<file path="src/rtl/nios_fifo_loader_if.sv">
// -----------------------------------------------------------------------------
// nios_fifo_loader_if
//   Bundles the two buses of the FIFO loader:
//   - NIOS II multicycle custom-instruction side:
//     start, n, dataa, datab (to loader); done, result (from loader).
//   - FIFO write side:
//     Full, Empty (to loader); Push, DataIn (from loader).
//   The loader connects through the slave modport. Whatever drives the
//   CPU and FIFO side (a wrapper, or a testbench) connects through master.
// -----------------------------------------------------------------------------
interface nios_fifo_loader_if #(
  parameter int DataWidth = 32
);
  // Custom-instruction handshake
  logic                 start;
  logic [1:0]           n;
  logic [DataWidth-1:0] dataa;
  logic [DataWidth-1:0] datab;
  logic                 done;
  logic [DataWidth-1:0] result;

  // FIFO write port and flags
  logic                 Full;
  logic                 Empty;
  logic                 Push;
  logic [DataWidth-1:0] DataIn;

  modport slave (
    input  start, n, dataa, datab, Full, Empty,
    output done, result, Push, DataIn
  );

  modport master (
    output start, n, dataa, datab, Full, Empty,
    input  done, result, Push, DataIn
  );
endinterface

</file>
<file path="src/rtl/nios_fifo_loader.sv">
// -----------------------------------------------------------------------------
// nios_fifo_loader
//   Converts NIOS II multicycle custom instructions into single-cycle push
//   strobes for the PE-group weight/input FIFO. It also provides a status
//   query, a running push counter, and a stall watchdog, so software never
//   hangs on a FIFO that stays full.
//
// Opcodes (n):
//   0 push dataa, 1 push dataa then datab, 2 status, 3 clear.
//
// Ports:
//   clk     in   rising-edge clock
//   aclr    in   synchronous active-high reset; takes priority over clk_en
//   clk_en  in   low: all state holds, and Push/done are driven 0
//   bus     slave modport of nios_fifo_loader_if. It carries
//           start/n/dataa/datab/done/result and Full/Empty/Push/DataIn.
//
// Result word:
//   push ops   [1:0] = words pushed by this op, [DataWidth-1] = timeout
//   status     [CountWidth-1:0] = push count, [16] = Empty, [17] = Full,
//              [18] = sticky timeout flag
//   clear      0. The push count and the timeout flag clear in the DONE cycle.
// -----------------------------------------------------------------------------
module nios_fifo_loader #(
  parameter int DataWidth  = 32,
  parameter int CountWidth = 16,
  parameter int StallLimit = 255
) (
  input  logic                   clk,
  input  logic                   aclr,
  input  logic                   clk_en,
  nios_fifo_loader_if.slave      bus
);

  // Parameter sanity: the status word needs bits up to 18, and the stall
  // counter is 16 bits wide.
  if (DataWidth < 19) begin : g_bad_data_width
    $error("nios_fifo_loader: DataWidth must be >= 19");
  end
  if (StallLimit < 1 || StallLimit > 65535) begin : g_bad_stall_limit
    $error("nios_fifo_loader: StallLimit must be in 1..65535");
  end
  if (CountWidth < 1 || CountWidth > 16) begin : g_bad_count_width
    $error("nios_fifo_loader: CountWidth must be in 1..16");
  end

  typedef enum logic [1:0] {
    IDLE   = 2'd0,
    PUSH_A = 2'd1,
    PUSH_B = 2'd2,
    DONE   = 2'd3
  } state_e;

  localparam logic [1:0]  OpPush1  = 2'd0;
  localparam logic [1:0]  OpPush2  = 2'd1;
  localparam logic [1:0]  OpStatus = 2'd2;
  localparam logic [1:0]  OpClear  = 2'd3;
  // The watchdog fires on the StallLimit-th stalled cycle, when the counter
  // already holds StallLimit-1.
  localparam logic [15:0] StallLast = 16'(StallLimit - 1);

  state_e                state_q, state_d;
  logic [1:0]            op_q, op_d;
  logic [DataWidth-1:0]  a_q, a_d;
  logic [DataWidth-1:0]  b_q, b_d;
  logic [1:0]            words_q, words_d;       // words pushed by the current op
  logic                  timeout_q, timeout_d;   // current op hit the watchdog
  logic [CountWidth-1:0] push_count_q, push_count_d;
  logic [15:0]           stall_cnt_q, stall_cnt_d;
  logic                  timeout_flag_q, timeout_flag_d;  // sticky until clear

  logic                  push_c;
  logic [DataWidth-1:0]  data_in_c;
  logic                  done_c;
  logic [DataWidth-1:0]  result_c;
  logic                  active;

  // Outputs are gated by aclr as well as clk_en. A reset mid-op must not let
  // a push strobe through in the same cycle as the reset.
  assign active = clk_en && !aclr;

  always_comb begin
    // NOTE: every signal gets a default first, so a path that does not assign
    // it cannot infer a latch.
    state_d        = state_q;
    op_d           = op_q;
    a_d            = a_q;
    b_d            = b_q;
    words_d        = words_q;
    timeout_d      = timeout_q;
    push_count_d   = push_count_q;
    stall_cnt_d    = stall_cnt_q;
    timeout_flag_d = timeout_flag_q;
    push_c         = 1'b0;
    data_in_c      = '0;
    done_c         = 1'b0;
    result_c       = '0;

    if (active) begin
      unique case (state_q)
        IDLE: begin
          if (bus.start) begin
            a_d         = bus.dataa;
            b_d         = bus.datab;
            op_d        = bus.n;
            words_d     = 2'd0;
            timeout_d   = 1'b0;
            stall_cnt_d = '0;
            state_d     = bus.n[1] ? DONE : PUSH_A;
          end
        end

        PUSH_A, PUSH_B: begin
          if (!bus.Full) begin
            // Full comes from registered pointers, so gating Push on its
            // current value is enough to never overfill the FIFO.
            push_c       = 1'b1;
            data_in_c    = (state_q == PUSH_A) ? a_q : b_q;
            push_count_d = push_count_q + CountWidth'(1);
            words_d      = words_q + 2'd1;
            stall_cnt_d  = '0;
            state_d      = (state_q == PUSH_A && op_q == OpPush2) ? PUSH_B : DONE;
          end else if (stall_cnt_q == StallLast) begin
            timeout_d      = 1'b1;
            timeout_flag_d = 1'b1;
            stall_cnt_d    = '0;
            state_d        = DONE;
          end else begin
            stall_cnt_d = stall_cnt_q + 16'd1;
          end
        end

        DONE: begin
          done_c  = 1'b1;
          state_d = IDLE;
          unique case (op_q)
            OpPush1, OpPush2: begin
              result_c[1:0]           = words_q;
              result_c[DataWidth-1]   = timeout_q;
            end
            OpStatus: begin
              result_c[CountWidth-1:0] = push_count_q;
              result_c[16]             = bus.Empty;
              result_c[17]             = bus.Full;
              result_c[18]             = timeout_flag_q;
            end
            OpClear: begin
              push_count_d   = '0;
              timeout_flag_d = 1'b0;
            end
            default: ;
          endcase
        end

        default: state_d = IDLE;
      endcase
    end
  end

  // NOTE: state registers use non-blocking assignments, so every flop samples
  // the pre-edge value of every other flop.
  always_ff @(posedge clk) begin
    if (aclr) begin
      state_q        <= IDLE;
      op_q           <= 2'd0;
      a_q            <= '0;
      b_q            <= '0;
      words_q        <= 2'd0;
      timeout_q      <= 1'b0;
      push_count_q   <= '0;
      stall_cnt_q    <= '0;
      timeout_flag_q <= 1'b0;
    end else if (clk_en) begin
      state_q        <= state_d;
      op_q           <= op_d;
      a_q            <= a_d;
      b_q            <= b_d;
      words_q        <= words_d;
      timeout_q      <= timeout_d;
      push_count_q   <= push_count_d;
      stall_cnt_q    <= stall_cnt_d;
      timeout_flag_q <= timeout_flag_d;
    end
  end

  assign bus.Push   = push_c;
  assign bus.DataIn = data_in_c;
  assign bus.done   = done_c;
  assign bus.result = result_c;

endmodule

</file>
<file path="src/flat_wrapper.sv">
// flat-port wrapper written by rule: the top's interface ports become plain ports
module nios_fifo_loader_flat 
#(
  parameter int DataWidth  = 32,
  parameter int CountWidth = 16,
  parameter int StallLimit = 255
)
  (clk, aclr, clk_en, bus_start, bus_n, bus_dataa, bus_datab, bus_Full, bus_Empty, bus_done, bus_result, bus_Push, bus_DataIn);
  nios_fifo_loader_if #(.DataWidth(DataWidth)) bus_i ();
  input  logic clk;
  input  logic aclr;
  input  logic clk_en;
  input wire logic [$bits(bus_i.start)-1:0] bus_start;
  input wire logic [$bits(bus_i.n)-1:0] bus_n;
  input wire logic [$bits(bus_i.dataa)-1:0] bus_dataa;
  input wire logic [$bits(bus_i.datab)-1:0] bus_datab;
  input wire logic [$bits(bus_i.Full)-1:0] bus_Full;
  input wire logic [$bits(bus_i.Empty)-1:0] bus_Empty;
  output wire logic [$bits(bus_i.done)-1:0] bus_done;
  output wire logic [$bits(bus_i.result)-1:0] bus_result;
  output wire logic [$bits(bus_i.Push)-1:0] bus_Push;
  output wire logic [$bits(bus_i.DataIn)-1:0] bus_DataIn;
  assign bus_i.start = bus_start;
  assign bus_i.n = bus_n;
  assign bus_i.dataa = bus_dataa;
  assign bus_i.datab = bus_datab;
  assign bus_i.Full = bus_Full;
  assign bus_i.Empty = bus_Empty;
  assign bus_done = bus_i.done;
  assign bus_result = bus_i.result;
  assign bus_Push = bus_i.Push;
  assign bus_DataIn = bus_i.DataIn;
  nios_fifo_loader #(.DataWidth(DataWidth), .CountWidth(CountWidth), .StallLimit(StallLimit)) u_core (.clk(clk), .aclr(aclr), .clk_en(clk_en), .bus(bus_i));
endmodule
</file>
<file path="config.mk">
export PLATFORM = sky130hd
export DESIGN_NAME = nios_fifo_loader_flat
export DESIGN_NICKNAME = d
export VERILOG_FILES = /design/src/rtl/nios_fifo_loader_if.sv /design/src/rtl/nios_fifo_loader.sv /design/src/flat_wrapper.sv
export SDC_FILE = /design/constraint.sdc
export NUM_CORES = 1
export LEC_CHECK = 0
export ABC_AREA = 1
export CORE_ASPECT_RATIO = 1.5
export CORE_UTILIZATION = 25
export CTS_BUF_LIST = sky130_fd_sc_hd__clkbuf_8
export DETAILED_ROUTE_END_ITERATION = 7
export GPL_ROUTABILITY_DRIVEN = 0
export GPL_TIMING_DRIVEN = 1
export PLACE_DENSITY = 0.54
export REMOVE_ABC_BUFFERS = 1
export SLEW_MARGIN = 25
export SYNTH_ARGS = -nofsm -noshare
export SYNTH_HDL_FRONTEND = slang
export SYNTH_SLANG_ARGS = --single-unit
</file>
<file path="constraint.sdc">
create_clock -name clk -period 2.1 [get_ports clk]
set_input_delay 0.315 -clock clk [delete_from_list [all_inputs] [get_ports clk]]
set_output_delay 0.315 -clock clk [all_outputs]
set_load 0.01 [all_outputs]
</file>
Yosys cells after proc, flatten, opt, wreduce, memory -nomap -nowiden
Index checks and enable logic that the tools add are counted.
{"block": "word_totals", "register_bits": 104, "in_bits": 72, "output_inout_bits": 66, "elab_cells": 79}
{"block": "classes", "eq_ne": 13, "n_addsub": 3, "muxes": 38, "n_reduce_logical": 16}
{"operator": "two-way mux 32 bit", "count": 4}
{"operator": "two-way mux 16 bit", "count": 5}
{"operator": "one-hot mux 16 bit (2 select lines)", "count": 2}
{"operator": "two-way mux 19 bit", "count": 2}
{"operator": "adder 16 x 1 -> 16 bit (second input constant)", "count": 2}
{"operator": "two-way mux 17 bit", "count": 1}
{"operator": "equality test 16 x 8 -> 1 bit (second input constant)", "count": 1}
{"operator": "two-way mux 1 bit", "count": 13}
{"operator": "two-way mux 2 bit", "count": 6}
{"operator": "AND reduction 4 bit", "count": 3}
{"operator": "AND reduction 6 bit", "count": 2}
{"operator": "AND reduction 5 bit", "count": 2}
{"operator": "equality test 2 bit (second input constant)", "count": 4}
{"operator": "!= test 2 bit (second input constant)", "count": 4}
{"operator": "one-hot mux 2 bit (2 select lines)", "count": 2}
{"operator": "one-hot mux 2 bit (3 select lines)", "count": 1}
{"operator": "equality test 2 x 1 -> 1 bit (second input constant)", "count": 2}
{"operator": "logical NOT 2 bit", "count": 2}
{"operator": "one-hot mux 1 bit (2 select lines)", "count": 2}
{"operator": "nonzero test 2 bit", "count": 2}
{"operator": "OR reduction 2 bit", "count": 2}
{"operator": "!= test 3 x 2 -> 1 bit (second input constant)", "count": 1}
{"operator": "adder 2 x 1 -> 2 bit (second input constant)", "count": 1}
{"operator": "logical AND 1 bit", "count": 2}
{"operator": "2 further kinds", "count": 2}

Depth between registers and ports, before layout
{"block": "logic_depth", "word_depth": 5, "mapped_depth": 14, "depth_no_buf": 12}

Worst setup path before layout
OpenSTA, ideal clock, no wires.
{"block": "synth_path", "path_kind": "reg2out", "startpoint": "register u_core.state_q[0]", "endpoint": "output port bus_DataIn[10]", "n_path_buf": 2, "arrival_ns": 1.637, "stages_incl_launch_ff": 9, "t_required_ns": 1.785, "path_slack_ns": 0.148, "cell_sequence": "dfxtp_1 -> inv_1 -> ha_1 -> buf_4 -> nand2_1 -> nor2_1 -> inv_1 -> clkbuf_1 -> nor2_1"}
{"block": "synth_via", "elab_chain_cells": 5}
{"element": "start: declaration", "line": "nios_fifo_loader.sv:62", "text": "state_e state_q, state_d;"}
{"element": "start signal: assignment", "line": "nios_fifo_loader.sv:174", "text": "state_q <= state_d;"}
{"element": "equality test 2 x 1 -> 1 bit", "line": "nios_fifo_loader.sv:100, nios_fifo_loader.sv:118"}
{"element": "two-way mux 32 bit", "line": "nios_fifo_loader.sv:118", "text": "data_in_c = (state_q == PUSH_A) ? a_q : b_q;"}
{"element": "two-way mux 32 bit", "line": "nios_fifo_loader.sv:114", "text": "if (!bus.Full) begin"}
{"element": "two-way mux 32 bit (*)", "line": "nios_fifo_loader.sv:100", "text": "unique case (state_q)"}
{"element": "two-way mux 32 bit (*)", "line": "nios_fifo_loader.sv:99", "text": "if (active) begin"}
{"element": "end: declaration", "line": "flat_wrapper.sv:22", "text": "output wire logic [$bits(bus_i.DataIn)-1:0] bus_DataIn;"}
Mark *: on every way between the ends. The rest lies on a longest branch, timed or not.

Final worst setup path
{"block": "layout_path", "startpoint": "register u_core.state_q[1]", "endpoint": "output port bus_DataIn[24]"}
Same word-level chain as after synthesis.

==> summary.md <==
| Metric | Value |
|---|---|
| Combinational fraction of design power | 17.8% |
| R2r endpoint | u_core.stall_cnt_q[13] |
| Largest net degree at the start of global routing | 74 |
| Most frequent cells in the layout | nand2_1 (157), dfxtp_1 (102), nor2_1 (91) |
| Die Height | 177 µm |
| Starting Density | 25.7% |
| Headroom to the max-slew limit | 49.7% |
| Post-synth ARST share | 0% |
| Switch share | 29.0% |
| Total grt overflow | 0 |
| Setup-failing EPs final | 12 |
| Mapped Avg Cell Area | 6.54 µm² |
| Reg2reg setup slack | 0.26 ns |
| DP Cell Count | 1158 |
| Failing checks | setup timing |
| Vias in the first global route | 5270 |
| Hold endpoint | u_core.timeout_q |
| Period minus WS final | 2.17 ns |
| Post-Syn Instances | 780 |
| Met3 wire length | 585 µm |
| Adder and majority gate portion of the synthesized area | 1.47% |
| Status | finished, violations left |
| Clock share of power | 30.6% |
| F_max | 460 MHz |
| Core box area | 19900 µm² |
| DR WL/cell | 13.0 µm |
| Maximum fanout along the worst path | 5 |
| DRC viols | 0 |
| Dominant synthesized flop cell | dfxtp_1 |
| DRT met1 WL | 6580 µm |
| Synth area leaders | dfxtp_1 (41%), nand2_1 (12%), nor2_1 (9.6%) |
| Cell Chain, Critical Path | inv_2 > ha_4 > nand2_4 > nor2_4 > inv_4 > buf_12 > buf_16 > buf_12 > nor2_4 > buf_6 |
| Die area | 21000 µm² |
| Area Growth Syn to Fin | 47.9% |
| Maximum clock path buffer count | 2 |
| Commonest non-fill, non-tap cell in the layout | nand2_1 |
| Total global-route track usage | 15.0% |
| Setup_tns | -0.521 ns |
| Simple-Gate Fraction of Synth Area | 29.2% |
| Period Utilization, post-route | 104% |
| Fin Hold WS | 0.461 ns |
| EDFF count, synth | 0 |
| Rows | 63 |
| Post-synthesis cell type count | 27 |
| Internal | 2.89 mW |
| Critical Path Sink Type | primary output |
| Num CTS Buffers | 9 |
| Non-Filler Instances | 1191 |
| Worst r2r src | u_core.state_q[1] |
| Largest family of logic cells by synthesized area | simple AND/OR/NAND/NOR gates |
| Port Buffers | 125 |
| DIE WIDTH | 119 µm |
| Worst-Skew Late Latency | 0.37 ns |
| CP max stage cell | dfxtp_2 |
| Pre-CTS WS | -0.436 ns |
| Sequential share of power | 51.6% |
| Post-synthesis xor/xnor area fraction | 0.515% |
| Routed wire length | 15500 µm |
| Hold Path Origin | u_core.timeout_q |
| Pre-antenna DRT Iters | 4 |
| Ant. Diodes | 0 |
| DP Area | 6780 µm² |
| Final slew viol count | 0 |
| Dominant cell type by area after synthesis | dfxtp_1 |
| Clock Sinks | 104 |
| First-pass GRT wire length | 25200 µm |
| Psw | 1.18 mW |
| Sequential-to-total area share from yosys stat | 40.8% |
| Pwr dens | 539 nW/µm² |
| Post-route setup slack | -0.0742 ns |
| Leakage power | 2.93 nW |
| Final nets | 1004 |
| Multiplexer share of the synthesized area | 0% |
| H-Tree Depth | 3 |
| Crit path largest cell delay | 0.35 ns |
| Max IR drop VDD | 0.000267 V |
| Layout cells sized above 1 | 21.9% |
| Iter 0 DRT Violations | 148 |
| DR WL met2 | 8250 µm |
| Slew of the pin with the lowest slew margin | 0.755 ns |
| Skew final | 0.0107 ns |
| Final hold vios | 0 |
| Clk slew on worst S/H paths | 0.11 ns |
| Synthesis-stage register bit count | 104 |
| Crit Path Category | flop to primary output |
| TritonCTS clock tree | done |
| Clock root buffer | clkbuf_8 |
| Initial antenna violation count | 0 |
| Post-synthesis instance area | 5100 µm² |
| Hold depth | 2 |
| Hold Crit Class | flop to flop |
| Warnings from Yosys | 0 |
| Vias | 5279 |
| DRT antenna net count | 0 |
| Via density | 4.43 |
| Final Cell Area | 7550 µm² |
| Dpl hpwl | 10100 µm |
| Yosys top cell area share | 40.8% |
| Synth Area in Compound Gates | 16.1% |
| Max Used Layer | met4 |
| Reg2Reg Depth | 12 |
| Worst endpoint required time | 1.78 ns |
| RSZ-0062 raised after global routing | yes |
| Critical path startpoint | u_core.state_q[1] |
| Max cap viols | 0 |
| Critical Path Start Type | flop |
| Worst path arrival time | 1.86 ns |
| Boundary Pins | 138 |
cell type report:
class / count / area (µm²)
fillers: 2182 / 12300
multi-input cells: 547 / 2860
flip-flops and latches: 104 / 2080
repair buffers: 175 / 1760
inverters: 89 / 337
well taps: 260 / 325
clock buffers: 10 / 138
clock inverters: 6 / 50.0
metrics by stage:
step           util (%)  power (mW)
5_1_grt            38.0        4.29
4_1_cts            36.0        4.09
3_3_place_gp       34.2        2.70
2_1_floorplan         -        2.40
6_report           38.0        4.07
3_5_place_dp       34.2        2.70
Yosys cell counts (2+ instances only):
library cell and number:
a21oi_1 83, buf_1 7, buf_2 6, buf_4 15
buf_6 2, clkbuf_1 21, dfxtp_1 104, ha_1 6
inv_1 84, inv_2 5, nand2_1 159, nand2_2 3
nand3_1 27, nand4_1 10, nor2_1 130, nor2_2 4
nor3_1 28, o21ai_0 75, xor2_1 3
state kept, by name, summed over array words and instances (netlist names):
register / flops
u_core.timeout_q: 1
u_core.words_q: 2
u_core.stall_cnt_q: 16
u_core.a_q: 32
u_core.op_q: 2
u_core.state_q: 2
u_core.push_count_q: 16
u_core.b_q: 32
u_core.timeout_flag_q: 1
worst max path at each step:
| stage | end |
|---|---|
| 6_report | bus_DataIn[24] |
| 5_1_grt | bus_DataIn[24] |
| 4_1_cts | bus_DataIn[11] |
| 3_5_place_dp | bus_result[13] |
| 3_3_place_gp | bus_result[1] |
| 2_1_floorplan | u_core.stall_cnt_q[13] |
routing by layer:
layer  vias to the layer above  GRT usage (%)
met5                         -              0
met2                       101           28.8
met1                      2418           16.6
met4                         0           4.48
met3                         6           2.77
li1                       2754              -
worst max-delay path: cells and delay by family (launching register included):
| family | cells | cell delay, ns |
|---|---|---|
| buf+inv | 6 | 0.61 |
| flops | 1 | 0.35 |
| simple gates | 3 | 0.24 |
| fa+ha+maj | 1 | 0.28 |
cells by family (layout without fill, tap and decap cells):
family	count (synthesis)	count (layout)
and+or+nand+nor	364	364
other	1	12
xor gates and xnor gates	3	3
buffers and inverters	140	280
DFF	104	104
AOI/OAI and AO/OA	162	162
adders and majority gates	6	6
power groups by stage:
stage / Combinational, mW / Clock [mW] / Sequential (mW)
6_report: 0.724 / 1.25 / 2.10
5_1_grt: 0.801 / 1.38 / 2.11
4_1_cts: 0.673 / 1.33 / 2.09
3_5_place_dp: 0.568 / 0 / 2.14
3_3_place_gp: 0.568 / 0 / 2.13
2_1_floorplan: 0.274 / 0 / 2.13
what timing repair did:
action	in CTS	in global routing
pin swaps	10	18
hold buffers	0	0
endpoints found under the setup margin	54	52
resized for setup	248	88
cloned	6	1
buffers inserted	7	4
hold endpoints to repair	0	0
(Power assumes the default switching activity.)
